### config.mk
export PLATFORM = sky130hd
export DESIGN_NAME = fp_assemble_pipe
export DESIGN_NICKNAME = d
export VERILOG_FILES = /design/src/rtl/fp_assemble_pipe.sv
export SDC_FILE = /design/constraint.sdc
export NUM_CORES = 1
export LEC_CHECK = 0
export BUFFER_PORTS_ARGS = -buffer_cell sky130_fd_sc_hd__buf_2
export CORE_MARGIN = 2
export CORE_UTILIZATION = 54
export DETAILED_ROUTE_END_ITERATION = 8
export GPL_ROUTABILITY_DRIVEN = 1
export HOLD_SLACK_MARGIN = 0.12
export PLACE_DENSITY = 0.84
export SLEW_MARGIN = 10
export SYNTH_ARGS = -nofsm -noshare
export SYNTH_HDL_FRONTEND = slang
export SYNTH_SLANG_ARGS = --single-unit
export TNS_END_PERCENT = 100
### constraint.sdc
create_clock -name clk -period 3.9 [get_ports clk]
set_input_delay 0.585 -clock clk [delete_from_list [all_inputs] [get_ports clk]]
set_output_delay 0.585 -clock clk [all_outputs]
set_load 0.02 [all_outputs]
### src/rtl/fp_assemble_pipe.sv
// Final assembly stage of the FP multiplier: picks special/overflow/rounded word, adds flags,
// and delivers through a two-deep valid/ready pipeline with sticky flags and an overflow counter.
module fp_assemble_pipe #(
    parameter int WEXP = 8,
    parameter int WSIG = 23,
    parameter int TAGW = 4,
    parameter int CNTW = 16
) (
    input  logic                 clk,
    input  logic                 reset,
    input  logic                 in_valid,
    output logic                 in_ready,
    input  logic [WSIG-1:0]      roundprod,
    input  logic [WEXP-1:0]      shiftexp,
    input  logic                 sign,
    input  logic [WEXP+WSIG-1:0] special,
    input  logic                 specialsign,
    input  logic                 specialcase,
    input  logic                 specialsigncase,
    input  logic [1:0]           roundmode,
    input  logic                 overflow,
    input  logic                 underflow_in,
    input  logic                 inexact_in,
    input  logic [TAGW-1:0]      in_tag,
    output logic                 out_valid,
    input  logic                 out_ready,
    output logic [WEXP+WSIG:0]   y,
    output logic [TAGW-1:0]      out_tag,
    output logic [3:0]           out_flags,
    output logic [3:0]           sticky_flags,
    input  logic                 flags_clear,
    output logic [CNTW-1:0]      ovf_count
);
    localparam int W = WEXP + WSIG + 1;

    localparam logic [W-2:0] INF_WORD     = {{WEXP{1'b1}}, {WSIG{1'b0}}};
    localparam logic [W-2:0] LARGEST_WORD = {{(WEXP-1){1'b1}}, 1'b0, {WSIG{1'b1}}};

    logic           sel_sign;
    logic           use_largest;
    logic [W-2:0]   sel_word;
    logic [3:0]     sel_flags;

    logic           valid_a;
    logic [W-1:0]   word_a;
    logic [TAGW-1:0] tag_a;
    logic [3:0]     flags_a;

    logic           adv_b;
    logic           deliv;
    logic           deliv_ovf;

    always_comb begin
        sel_sign    = specialsigncase ? specialsign : sign;
        use_largest = roundmode[1] ? (sel_sign ^ roundmode[0]) : roundmode[0];
        if (specialcase)
            sel_word = special;
        else if (overflow)
            sel_word = use_largest ? LARGEST_WORD : INF_WORD;
        else
            sel_word = {shiftexp, roundprod};
        // {special, inexact, underflow, overflow}
        sel_flags = {specialcase,
                     (inexact_in | overflow) & ~specialcase,
                     underflow_in & ~specialcase & ~overflow,
                     overflow & ~specialcase};
    end

    assign adv_b     = ~out_valid | out_ready;
    assign in_ready  = ~valid_a | adv_b;
    assign deliv     = out_valid & out_ready;
    assign deliv_ovf = deliv & out_flags[0];

    always_ff @(posedge clk) begin
        if (reset) begin
            valid_a <= 1'b0;
            word_a  <= '0;
            tag_a   <= '0;
            flags_a <= '0;
        end else if (in_ready) begin
            valid_a <= in_valid;
            if (in_valid) begin
                word_a  <= {sel_sign, sel_word};
                tag_a   <= in_tag;
                flags_a <= sel_flags;
            end
        end
    end

    // Output registers only load on a real beat so y holds through bubbles and stalls.
    always_ff @(posedge clk) begin
        if (reset) begin
            out_valid <= 1'b0;
            y         <= '0;
            out_tag   <= '0;
            out_flags <= '0;
        end else if (adv_b) begin
            out_valid <= valid_a;
            if (valid_a) begin
                y         <= word_a;
                out_tag   <= tag_a;
                out_flags <= flags_a;
            end
        end
    end

    always_ff @(posedge clk) begin
        if (reset) begin
            sticky_flags <= '0;
            ovf_count    <= '0;
        end else begin
            if (flags_clear)
                sticky_flags <= deliv ? out_flags : 4'b0000;
            else if (deliv)
                sticky_flags <= sticky_flags | out_flags;

            if (flags_clear)
                ovf_count <= deliv_ovf ? CNTW'(1) : '0;
            else if (deliv_ovf && ovf_count != {CNTW{1'b1}})
                ovf_count <= ovf_count + CNTW'(1);
        end
    end
endmodule

==> metrics.md <==
| Metric | Value |
|---|---|
| Status | completed |
| Max_cap viols | 0 |
| # fillers | 655 |
| Critical path data required time | 4.09 ns |
| Clock transition at path regs | 0.09 ns |
| DRT Pass-1 Iters | 5 |
| Startpoint Class | input port |
| Worst Setup SP | specialcase |
| CP Capture Point | word_a[1] |
| H-tree levels | 3 |
| Post_cts resized | 0 |
| First-pass GRT wire length | 17,700 um |
| Clk_lat worst skew | 0.36 ns |
| Reg area | 0.00204 mm2 |
| First DRT Iteration DRCs | 175 |
| Largest family of logic cells by synthesized area | compound AO/OA/AOI/OAI gates |
| CTS root buf | clkbuf_8 |
| Dpl hpwl | 7430 um |
| Top delay family on crit path | compound AO/OA/AOI/OAI gates |
| Core Region | 0.00773 mm2 |
| CP Cell Sequence | buf_2, inv_1, a221oi_1, a31o_2, a211oi_1 |
| Number of flops mapped to enable cells by yosys | 0 |
| Num Clock Sinks | 102 |
| Unrepaired setup endpoints after global routing | false |
| Post-synthesis sequential area ratio | 47.4% |
| Synth Area per Inst | 8.51 um2 |
| Main synth FF type | dfxtp_1 |
| Slew HR | 32.0% |
| DRT antenna net count | 0 |
| Setup Fix Bufs, Post-CTS | 0 |
| Fin crit period | 2.28 ns |
| CTS Hold Bufs | 0 |
| TritonCTS Buffers | 9 |
| Vias | 4,158 |
| CP Buf/Inv Count | 2 |
| Crit path kind | in -> reg |
| Row cnt | 32 |
| GRT Total Usage | 25.0% |
| Post-synth net total | 587 |
| Fmax | 0.439 GHz |
| Reg2reg path depth | 5 |
| Initial antenna violation count | 0 |
| Mux cell area share after synthesis | 0.930% |
| Number of global-route vias before repair | 3,861 |
| Total power of the final layout | 2.08 mW |
| Synth Cell Area | 0.00431 mm2 |
| Max Transition Viols Final | 0 |
| Worst Setup End Kind | flop |
| Hold Crit Class | reg -> reg |
| Gr ovfl total | 0 |
| Ys async rst share | 0% |
| Final Cycle Share | 58.4% |
| # IOs | 142 |
| Synth warn | 0 |
| Vias/cell | 5.70 |
| PD cells | 398 mW/mm2 |
| Crit path DAT | 2.47 ns |
| Clock Path Buffers | 2 |
| Most frequent cells in the layout | buf_2 (140), nand2_1 (116), dfxtp_1 (102), a21oi_1 (70), nor2_1 (36) |
| Flops & latches, synth | 102 |
| Largest net degree at the start of global routing | 93 |
| Slowest CP cell | a31o_2 |
| Routed WL | 10,700 um |
| Final Setup Violations | 0 |
| Synth Area in Adders | 0.291% |
| Setup Skew | 0.00989 ns |
| Post-place setup slack | 1.26 ns |
| Die H | 93.3 um |
| Layout area overhead | 21.3% |
| Worst path max stage delay | 0.61 ns |
| Chip Width | 93.3 um |
| Die area | 0.00870 mm2 |
| Layout cells sized above 1 | 30.5% |
| R2r setup slk | 1.76 ns |
| Placer Congestion | 0.844 |
| XOR/XNOR Fraction of Synth Area | 0% |
| DR WL/cell | 14.6 um |
| Worst-Margin Slew | 1.02 ns |
| Fin nets | 703 |
| Initial Util | 55.7% |
| Antenna diodes | 0 |
| Critical path depth in cells | 5 |
| R2r endpoint | y[4] |
| Setup TNS Final | 0 ns |
| Multi-input logic area | 0.00208 mm2 |
| Synth Area in Compound Gates | 26.3% |
| Post-synthesis cell type count | 47 |
| Pleak | 2.13 nW |
| Critical path fanouts, max | 34 |
| Maximum VDD drop | 0.000232 V |
| Syn Inst Count | 506 |
| CTS tree | yes |
| Fin. Hold Viols | 0 |
| PortBufs | 141 |
| Synth Area in Simple Gates | 20.5% |
| DRC | 0 |
| Setup ws final | 1.62 ns |
| RR Startpoint | out_valid |
| Most common cell after layout, fill and taps aside | buf_2 |
-- area by class of cell --
cell class              count  area share [%]
repair buffers            144            14.0
well taps                 102            2.44
inverters                   4           0.288
multi-input cells         361            39.9
clock buffers              11            2.71
clock inverters             5            1.58
flip-flops and latches    102            39.1
-- power breakdown --
| part | internal [mW] | leakage [nW] | switching (mW) |
|---|---|---|---|
| sequential | 1.08 | 0.832 | 0.0241 |
| clock | 0.379 | 0.102 | 0.354 |
| combinational | 0.0895 | 1.19 | 0.145 |
| total | 1.55 | 2.13 | 0.523 |
-- flip-flops by register name, indices dropped and copies added (netlist names), 4 cells and up --
| name | cells |
|---|---|
| flags_a | 4 |
| ovf_count | 16 |
| y | 32 |
| word_a | 32 |
| tag_a | 4 |
| out_flags | 4 |
| sticky_flags | 4 |
| out_tag | 4 |
-- per-stage QoR --
step / hold slack [ns] / util, % / std cells / area, um2
floorplan: 0.432 / - / 506 / 4310
global placement: 0.439 / 64.7 / 713 / 5000
detailed placement: 0.442 / 64.7 / 713 / 5000
CTS: 0.458 / 67.6 / 729 / 5220
global route: 0.472 / 67.6 / 729 / 5220
finish: 0.455 / 67.6 / 729 / 5220
-- how the worst min path moves through the flow --
stage          slack (ns)  cells past startpoint       start        to
2_1_floorplan        0.43                      2  word_a[23]     y[23]
4_1_cts              0.46                      3   in_tag[0]  tag_a[0]
3_5_place_dp         0.44                      2  word_a[25]     y[25]
6_report             0.45                      2        y[5]      y[5]
5_1_grt              0.47                      2   word_a[0]      y[0]
3_3_place_gp         0.44                      2  word_a[25]     y[25]
-- synthesized netlist by cell type (4+ instances only) --
| master | n | area (um2) |
|---|---|---|
| a22oi_1 | 23 | 173 |
| buf_2 | 5 | 25.0 |
| a211oi_2 | 20 | 250 |
| inv_1 | 4 | 15.0 |
| clkbuf_1 | 28 | 105 |
| nand2_1 | 116 | 435 |
| mux2i_1 | 4 | 40.0 |
| nand4_1 | 4 | 25.0 |
| a211oi_1 | 5 | 37.5 |
| o21ai_0 | 8 | 40.0 |
| nand3_1 | 10 | 50.1 |
| dfxtp_1 | 102 | 2040 |
| a21oi_1 | 70 | 350 |
| or3_1 | 11 | 68.8 |
| a2111o_1 | 4 | 45.0 |
| nor2_1 | 36 | 135 |
| o211ai_1 | 8 | 60.1 |
-- worst reg2reg max path, delay by kind of cell, from the launching register on --
kind	cells	cell delay, ns
buffers and inverters	1	0.39
AND/OR/NAND/NOR	3	1.01
AO/OA/AOI/OAI	1	0.14
flip-flops	1	0.52
-- cells by family (layout without fill, tap and decap cells) --
logic type                 Yosys count  after routing
AOI/OAI and AO/OA                  157            157
adders and majority gates            1              1
buffers and inverters               43            164
DFF                                102            102
muxes                                4              4
and+or+nand+nor                    199            199
-- layer usage --
layer  track usage, %  part of all wire [%]  wire, um
met1             32.7                    44      4640
met2             42.3                    50      5300
met3             3.79                   5.0       530
met4             8.46                   1.7       178
met5                0                     0         0
(Power assumes the default switching activity.)
